===== config.mk =====
export PLATFORM = sky130hd
export DESIGN_NAME = audio_pwm_out_flat
export DESIGN_NICKNAME = d
export VERILOG_FILES = /design/src/rtl/audio_pwm_out_if.sv /design/src/rtl/audio_pwm_out.sv /design/src/flat_wrapper.sv
export SDC_FILE = /design/constraint.sdc
export NUM_CORES = 1
export LEC_CHECK = 0
export CORE_MARGIN = 3
export CORE_UTILIZATION = 60
export DETAILED_ROUTE_END_ITERATION = 16
export PLACE_DENSITY = 0.82
export SYNTH_ARGS = -nofsm -noshare
export SYNTH_HDL_FRONTEND = slang
export SYNTH_SLANG_ARGS = --single-unit

===== constraint.sdc =====
create_clock -name clk -period 4.1 [get_ports clk]
set_input_delay 0.615 -clock clk [delete_from_list [all_inputs] [get_ports clk]]
set_output_delay 0.615 -clock clk [all_outputs]
set_load 0.01 [all_outputs]

===== src/rtl/audio_pwm_out_if.sv =====
// Sample stream between the sound generator and the PWM output stage.
// The source drives s_data/s_valid; the sink answers with s_ready.
interface audio_pwm_out_if #(
  parameter int SAMPLE_W = 8
);
  logic [SAMPLE_W-1:0] s_data;
  logic                s_valid;
  logic                s_ready;

  modport master (output s_data, output s_valid, input s_ready);
  modport slave  (input s_data, input s_valid, output s_ready);
endinterface


===== src/rtl/audio_pwm_out.sv =====
// PCM-to-PWM audio output: sample FIFO, one sample per 2^SAMPLE_W-clock frame, amp enable.
// Define AUDIO_SOFT_RAMP_EN to add the pop-suppressing duty ramp to/from midscale.
module audio_pwm_out #(
  parameter int SAMPLE_W   = 8,
  parameter int FIFO_DEPTH = 4
) (
  input  logic                        clk,
  input  logic                        reset,
  input  logic                        enable,
  audio_pwm_out_if.slave              s,
  output logic                        pwm_out,
  output logic                        aud_sd,
  output logic                        underrun,
  output logic [$clog2(FIFO_DEPTH):0] fifo_level
);

  localparam int PTR_W = $clog2(FIFO_DEPTH);
  localparam int LVL_W = PTR_W + 1;
  localparam logic [SAMPLE_W-1:0] MID_DUTY = {1'b1, {(SAMPLE_W-1){1'b0}}};

  typedef enum logic [1:0] {IDLE, RAMP_UP, RUN, RAMP_DOWN} state_t;

  state_t              state;
  logic [SAMPLE_W-1:0] cnt;
  logic [SAMPLE_W-1:0] duty;
  logic [SAMPLE_W-1:0] mem [FIFO_DEPTH];
  logic [PTR_W-1:0]    wr_ptr;
  logic [PTR_W-1:0]    rd_ptr;

  logic fb;
  logic fifo_empty;
  logic push;
  logic pop;
  logic flush;

  assign fb         = &cnt;
  assign fifo_empty = (fifo_level == '0);

  // s_ready comes from registered state and level only, so a push can never land on a full FIFO.
  assign s.s_ready = ((state == RAMP_UP) || (state == RUN)) && (fifo_level < LVL_W'(FIFO_DEPTH));
  assign push      = s.s_valid && s.s_ready;
  assign pop       = fb && (state == RUN) && enable && !fifo_empty;
  assign flush     = fb && (state == RUN) && !enable;

  // NOTE: every clocked block uses non-blocking assignments so all registers see pre-edge values.
  always_ff @(posedge clk or posedge reset) begin
    if (reset) begin
      cnt <= '0;
    end else begin
      cnt <= cnt + 1'b1;
    end
  end

  // Registered compare: output in the cycle after cnt == k is (k < duty).
  always_ff @(posedge clk or posedge reset) begin
    if (reset) begin
      pwm_out <= 1'b0;
    end else begin
      pwm_out <= (cnt < duty);
    end
  end

  // NOTE: the sample storage has no reset; only pointers and level are reset, which makes it empty.
  always_ff @(posedge clk) begin
    if (push) begin
      mem[wr_ptr] <= s.s_data;
    end
  end

  always_ff @(posedge clk or posedge reset) begin
    if (reset) begin
      wr_ptr     <= '0;
      rd_ptr     <= '0;
      fifo_level <= '0;
    end else if (flush) begin
      wr_ptr     <= '0;
      rd_ptr     <= '0;
      fifo_level <= '0;
    end else begin
      if (push) wr_ptr <= wr_ptr + 1'b1;
      if (pop)  rd_ptr <= rd_ptr + 1'b1;
      case ({push, pop})
        2'b10:   fifo_level <= fifo_level + 1'b1;
        2'b01:   fifo_level <= fifo_level - 1'b1;
        default: fifo_level <= fifo_level;
      endcase
    end
  end

  // Control FSM: every decision is taken at the frame boundary, so duty only changes between frames.
  always_ff @(posedge clk or posedge reset) begin
    if (reset) begin
      state    <= IDLE;
      duty     <= '0;
      aud_sd   <= 1'b0;
      underrun <= 1'b0;
    end else begin
      underrun <= 1'b0;
      if (fb) begin
        case (state)
          IDLE: begin
            if (enable) begin
              aud_sd <= 1'b1;
`ifdef AUDIO_SOFT_RAMP_EN
              state  <= RAMP_UP;
`else
              state  <= RUN;
              duty   <= MID_DUTY;
`endif
            end
          end
`ifdef AUDIO_SOFT_RAMP_EN
          RAMP_UP: begin
            if (!enable) begin
              state <= RAMP_DOWN;
            end else if (duty < MID_DUTY) begin
              duty <= duty + 1'b1;
              if (duty == MID_DUTY - 1'b1) state <= RUN;
            end else begin
              // Re-entered above midscale after a loud sample: hand straight over to RUN.
              state <= RUN;
            end
          end
          RAMP_DOWN: begin
            if (enable) begin
              state <= RAMP_UP;
            end else if (duty == '0) begin
              state  <= IDLE;
              aud_sd <= 1'b0;
            end else begin
              duty <= duty - 1'b1;
            end
          end
`endif
          RUN: begin
            if (!enable) begin
`ifdef AUDIO_SOFT_RAMP_EN
              state  <= RAMP_DOWN;
`else
              state  <= IDLE;
              duty   <= '0;
              aud_sd <= 1'b0;
`endif
            end else if (!fifo_empty) begin
              duty <= mem[rd_ptr];
            end else begin
              underrun <= 1'b1;
            end
          end
          default: begin
            state  <= IDLE;
            duty   <= '0;
            aud_sd <= 1'b0;
          end
        endcase
      end
    end
  end

endmodule


===== src/flat_wrapper.sv =====
// flat-port wrapper written by rule: the top's interface ports become plain ports
module audio_pwm_out_flat 
#(
  parameter int SAMPLE_W   = 8,
  parameter int FIFO_DEPTH = 4
)
  (clk, reset, enable, pwm_out, aud_sd, underrun, fifo_level, s_s_data, s_s_valid, s_s_ready);
  audio_pwm_out_if #(.SAMPLE_W(SAMPLE_W)) s_i ();
  input  logic clk;
  input  logic reset;
  input  logic enable;
  output logic pwm_out;
  output logic aud_sd;
  output logic underrun;
  output logic [$clog2(FIFO_DEPTH):0] fifo_level;
  input wire logic [$bits(s_i.s_data)-1:0] s_s_data;
  input wire logic [$bits(s_i.s_valid)-1:0] s_s_valid;
  output wire logic [$bits(s_i.s_ready)-1:0] s_s_ready;
  assign s_i.s_data = s_s_data;
  assign s_i.s_valid = s_s_valid;
  assign s_s_ready = s_i.s_ready;
  audio_pwm_out #(.SAMPLE_W(SAMPLE_W), .FIFO_DEPTH(FIFO_DEPTH)) u_core (.clk(clk), .reset(reset), .enable(enable), .s(s_i), .pwm_out(pwm_out), .aud_sd(aud_sd), .underrun(underrun), .fifo_level(fifo_level));
endmodule

==> impl_metrics.json, run 1 <==
{
  "grt_usage": 0.206,
  "grt_max_degree": 27,
  "post-route-util": 0.727,
  "syn_area_sq_um": 2690,
  "synth_top_area_frac": 0.358,
  "ir_drop_mv": 0.297,
  "rsz0062_at_grt": "false",
  "postCtsSetupBuffers": 0,
  "portBuffers": 18,
  "synth-seq-cells": 58,
  "die_y_um": 72.9,
  "postCtsHoldBufs": 0,
  "insertion_delay_ps": 330,
  "cts_buffers": 9,
  "dieArea_sq_um": 5320,
  "hpwl_mm": 3.26,
  "routabilityCongestion": 0.774,
  "layout_commonest_cell": "edfxtp_1",
  "finalHoldViolations": 0,
  "crit_type": "in -> reg",
  "cts_sinks": 58,
  "fin_crit_ps": 3140,
  "post-route-period-util": 0.766,
  "powerDensity_nw_per_um2": 366,
  "cts_root_buf": "clkbuf_8",
  "multi_input_area_sq_um": 941,
  "drive_gt1_frac": 0.145,
  "final-seq-area_sq_um": 1610,
  "vias": 1503,
  "fin_worst_skew_ps": 5.69,
  "seq_area_frac_synth": 0.600,
  "status": "completed",
  "placedInstanceArea_sq_um": 2860,
  "worstSetupEndpointType": "register",
  "ios": 19,
  "required_ps": 4360,
  "max_freq_mhz": 318,
  "routed_wl_mm": 4.61,
  "max_slew_margin": 0.367,
  "slew_viol_final": 0,
  "first_pass_iters": 4,
  "cpPeakStageDelay_ps": 800,
  "grt_pass1_vias": 1571,
  "globalRouteOverflowTotal": 0,
  "synth_warnings": 0,
  "cts_resized": 0,
  "fin_setup_tns_ps": 0,
  "cp_num_buf_inv": 2,
  "start_util": 0.644,
  "row_count": 23,
  "synth_top_cell_by_area": "edfxtp_1",
  "drc_errors": 0,
  "antennaDiodeCount": 0,
  "area_growth_pct": 12.9,
  "die-width_um": 72.9,
  "hold_class": "reg -> reg",
  "worst_pin_slew_ps": 949,
  "fill_cells": 272,
  "maxCapViolCount": 0,
  "layout_common_cells": "32 x edfxtp_1, 26 x dfrtp_1, 18 x inv_1, 18 x clkdlybuf4s50_1, 15 x ha_1",
  "grt_pass1_wl_mm": 7.70,
  "drtAntennaViolNets": 0,
  "yosys.cell_types.count": 37,
  "fin_nets": 232,
  "power.leakage_nw": 1.18,
  "grt_antenna_before_repair": 0,
  "crit_fanout": 12,
  "ys_top_cells_by_area": "edfxtp_1 36%, dfrtp_1 24%, ha_1 7.0%, mux4_2 5.9%, inv_1 2.5%",
  "htree_levels": 3,
  "syn-num-nets": 209,
  "synth_cells": 181,
  "clk_pin_slew_worst_paths_ps": 60,
  "critPathTopFamily": "simple AND/OR/NAND/NOR gates",
  "vias_per_cell": 5.85,
  "total_power_mw": 1.11,
  "critPathSlowestCell": "clkdlybuf4s50_1",
  "wire_per_inst_um": 17.9,
  "cts_tree": "built",
  "drt-initial-drc-count": 83,
  "final_cell_area_sq_um": 3030,
  "crit_arrival_ps": 3400,
  "syn_avg_cell_area_sq_um": 14.8,
  "crit_chain": "clkdlybuf4s50_1 > nand2_1 > nor4_4 > ha_1 > inv_1 > fa_1 > xor2_1 > or3_1 > a21oi_1",
  "core-area_sq_um": 4170,
  "setup_viol": 0,
  "startpoint_type": "primary input",
  "clk_path_buf_depth": 2
}
-- worst reg2reg max path, stage by stage (launching register included) --
cell and delay (ps):
dfrtp_1 420, ha_1 290, nand4_2 280, nor4_4 370
ha_1 250, inv_1 70, fa_1 390, xor2_1 160
or3_1 320, a21oi_1 150
-- power breakdown --
group / switching (mW) / total, mW / internal [mW]
combinational: 0.0134 / 0.0242 / 0.0109
sequential: 0.000592 / 0.618 / 0.617
clock: 0.202 / 0.469 / 0.267
-- final cells by class --
cell class | count | share of cell area
clock buffer | 9 | 0.0408
multi-input combinational | 99 | 0.310
inverter | 18 | 0.0223
timing repair buffer | 18 | 0.0594
clock inverter | 5 | 0.0157
sequential | 58 | 0.531
tap | 50 | 0.0206
-- cell families after synthesis --
family,synth area share
AOI/OAI and AO/OA,0.0521
xor gates and xnor gates,0.0326
adders and majority gates,0.0773
buffers and inverters,0.0503
DFF,0.600
muxes,0.0805
and+or+nand+nor,0.108
-- metal layers --
metal  vias up  GRT usage  part of all wire
met5         -          0                 0
met4         0     0.0881             0.020
met3         9     0.0813             0.054
met2        41      0.341              0.54
met1       753      0.238              0.39
li1        700          -                 -
-- stage by stage --
| step | hold slack [ps] | setup slack (ps) | std cells |
|---|---|---|---|
| 2_1_floorplan | 455 | 1700 | 181 |
| 5_1_grt | 566 | 844 | 257 |
| 6_report | 518 | 958 | 257 |
| 3_5_place_dp | 511 | 681 | 243 |
| 4_1_cts | 522 | 990 | 257 |
| 3_3_place_gp | 489 | 872 | 243 |
-- Yosys cell counts --
master and n:
ha_1 15, nand3_1 2, clkbuf_1 1, nand2_1 5, o21ai_2 1, mux4_1 1
clkbuf_8 3, a31oi_1 1, o21ai_0 8, a21oi_2 1, edfxtp_1 32, nor3_4 1
nor4_1 1, or3_1 1, a221oi_1 1, mux4_2 7, mux2_2 2, fa_1 1
nand2b_1 1, inv_1 18, and3_1 2, nor2_1 11, nand4_1 7, dfrtp_1 26
a2111oi_4 1, nor4b_1 1, and2_1 4, nand3_4 1, a21o_1 2, buf_6 2
nand4_2 2, a21oi_1 5, xor2_1 6, nor4_4 2, xnor2_1 4, and3b_1 1
mux2i_1 1
-- sequential cells by signal (all words and copies together), names as in the netlist --
signal / count
u_core.mem: 32
u_core.wr_ptr: 2
u_core.aud_sd: 1
u_core.cnt: 8
u_core.duty: 8
u_core.rd_ptr: 2
u_core.underrun: 1
u_core.pwm_out: 1
u_core.fifo_level: 3
-- path summary, 6_finish.rpt --
check / from / endpoint / slack (ps) / cells past startpoint
hold reg to reg: u_core.cnt[0] / u_core.cnt[0] / 520 / 1
hold / removal: u_core.cnt[0] / u_core.cnt[0] / 520 / 1
setup / recovery: enable / u_core.fifo_level[2] / 960 / 9
min in group asynchronous: reset / u_core.fifo_level[2] / 800 / 2
max in group asynchronous: reset / u_core.duty[2] / 2720 / 2
setup reg to reg: u_core.cnt[0] / u_core.fifo_level[2] / 1340 / 9
Power figures use the tool's default switching activity.
==> run 2: changes to the inputs <==
CORE_UTILIZATION = 52   (was 60)
PLACE_DENSITY = 0.76   (was 0.82)
clock period = 2.75 ns   (was 4.1 ns; I/O delays follow)
==> impl_metrics.json, run 2 (synthesized netlist as in run 1, its figures left out) <==
{
  "cts_buffers": 9,
  "wire_per_inst_um": 16.2,
  "core-area_sq_um": 4850,
  "multi_input_area_sq_um": 941,
  "path_depth": 9,
  "layout_commonest_cell": "edfxtp_1",
  "fin_nets": 238,
  "ir_drop_mv": 0.430,
  "postCtsSetupBuffers": 0,
  "place_inst": 266,
  "area_growth_pct": 17.1,
  "cts_root_buf": "clkbuf_8",
  "post-route-period-util": 0.923,
  "grt_usage": 0.171,
  "vias": 1505,
  "power_frac_comb": 0.021,
  "drt-initial-drc-count": 60,
  "vias_per_cell": 5.34,
  "drtAntennaViolNets": 0,
  "wl_met2_mm": 2.30,
  "slew_viol_final": 0,
  "clk_path_buf_depth": 2,
  "insertion_delay_ps": 330,
  "grt_pass1_vias": 1599,
  "worstSetupEndpointType": "register",
  "stdcell_count": 282,
  "switchingPower_mw": 0.360,
  "worst_pin_slew_ps": 578,
  "max_slew_margin": 0.615,
  "regMostFlops": "u_core.mem",
  "clkPwrFrac": 0.470,
  "critPathSlowestCell": "dfrtp_1",
  "fin_crit_ps": 2540,
  "p_int_mw": 1.44,
  "htree_levels": 3,
  "drive_gt1_frac": 0.186,
  "layout_common_cells": "32 x edfxtp_1, 26 x dfrtp_1, 18 x inv_1, 18 x clkdlybuf4s50_1, 15 x ha_1",
  "sw_frac_of_total": 0.200,
  "postCtsHoldBufs": 0,
  "cpPeakStageDelay_ps": 410,
  "portBuffers": 18,
  "crit_top_cell": "ha_1",
  "final_cell_area_sq_um": 3150,
  "startpoint_type": "register",
  "routabilityCongestion": 0.798,
  "fin_worst_skew_ps": 9.83,
  "clk_pin_slew_worst_paths_ps": 70,
  "placedInstanceArea_sq_um": 2930,
  "maxCapViolCount": 0,
  "power.leakage_nw": 1.22,
  "wl_met1_mm": 1.98,
  "cp_num_buf_inv": 1,
  "finalHoldViolations": 0,
  "cts_tree": "built",
  "largestRegisters": "u_core.mem: 32 flops, u_core.cnt: 8 flops, u_core.duty: 8 flops",
  "dieArea_sq_um": 6070,
  "max_freq_mhz": 394,
  "top_layer": "met4",
  "hpwl_mm": 3.26,
  "wl_met3_um": 163,
  "drc_errors": 0,
  "final-seq-area_sq_um": 1610,
  "r2r_start": "u_core.cnt[0]",
  "crit_arrival_ps": 2800,
  "ios": 19,
  "row_count": 25,
  "globalRouteOverflowTotal": 0,
  "required_ps": 3010,
  "routed_wl_mm": 4.56,
  "grt_max_degree": 27,
  "rsz0062_at_grt": "false",
  "critPathTopFamily": "adder cells",
  "largest_register_ffs": 32,
  "die_y_um": 77.9,
  "status": "completed",
  "grt_pass1_wl_mm": 7.71,
  "cts_sinks": 58,
  "crit_chain": "ha_1 > nand4_2 > nor4_4 > ha_1 > inv_1 > fa_1 > xor2_1 > or3_1 > a21oi_1",
  "grt_antenna_before_repair": 0,
  "fill_cells": 360,
  "antennaDiodeCount": 0,
  "die-width_um": 77.9,
  "r2r_slack_ps": 210,
  "crit_type": "reg -> reg",
  "hold_class": "in -> async",
  "powerDensity_nw_per_um2": 574,
  "rr_worst_depth": 9,
  "cts_resized": 0,
  "crit_path_start": "u_core.cnt[0]",
  "post-route-util": 0.649,
  "first_pass_iters": 4,
  "setup_viol": 0,
  "crit_fanout": 5,
  "start_util": 0.554,
  "sequentialPowerShare": 0.510,
  "r2r-end": "u_core.fifo_level[2]"
}
[run 2: worst max path at each step]
stage                                 to
detailed placement  u_core.fifo_level[2]
global placement    u_core.fifo_level[2]
CTS                 u_core.fifo_level[2]
global route        u_core.fifo_level[2]
finish              u_core.fifo_level[2]
floorplan           u_core.fifo_level[2]
[run 2: worst register-to-register path, cell delays in order, from the launching register on]
cell and delay, ps:
dfrtp_1 410, ha_1 300, nand4_2 160, nor4_4 280
ha_1 240, inv_1 60, fa_1 380, xor2_1 170
or3_1 310, a21oi_1 150
[run 2: cell type report]
| cell class | count | area share |
|---|---|---|
| flip-flops and latches | 58 | 0.512 |
| multi-input cells | 99 | 0.299 |
| repair buffers | 24 | 0.0716 |
| clock buffers | 9 | 0.0394 |
| clock inverters | 7 | 0.0298 |
| well taps | 67 | 0.0266 |
| inverters | 18 | 0.0215 |
[run 2: metal layers]
metal,global-route usage,vias up
met5,0,-
li1,-,715
met2,0.273,31
met1,0.211,747
met3,0.0418,12
met4,0.0962,0
[run 2: power by group through the flow]
| stage | clock (mW) | combinational (mW) | sequential [mW] |
|---|---|---|---|
| 2_1_floorplan | 0 | 0.0133 | 0.938 |
| 3_3_place_gp | 0 | 0.0359 | 0.937 |
| 3_5_place_dp | 0 | 0.0378 | 0.938 |
| 4_1_cts | 0.868 | 0.0379 | 0.920 |
| 5_1_grt | 0.908 | 0.0420 | 0.919 |
| 6_report | 0.847 | 0.0375 | 0.920 |
[run 2: metrics by stage]
stage	worst slack (ps)	power, mW	hold slack [ps]	TNS (ps)
global route	45.1	1.87	453	0
global placement	142	0.973	478	0
floorplan	347	0.951	453	0
CTS	184	1.83	435	0
finish	211	1.80	435	0
detailed placement	-9.41	0.975	508	-9.41
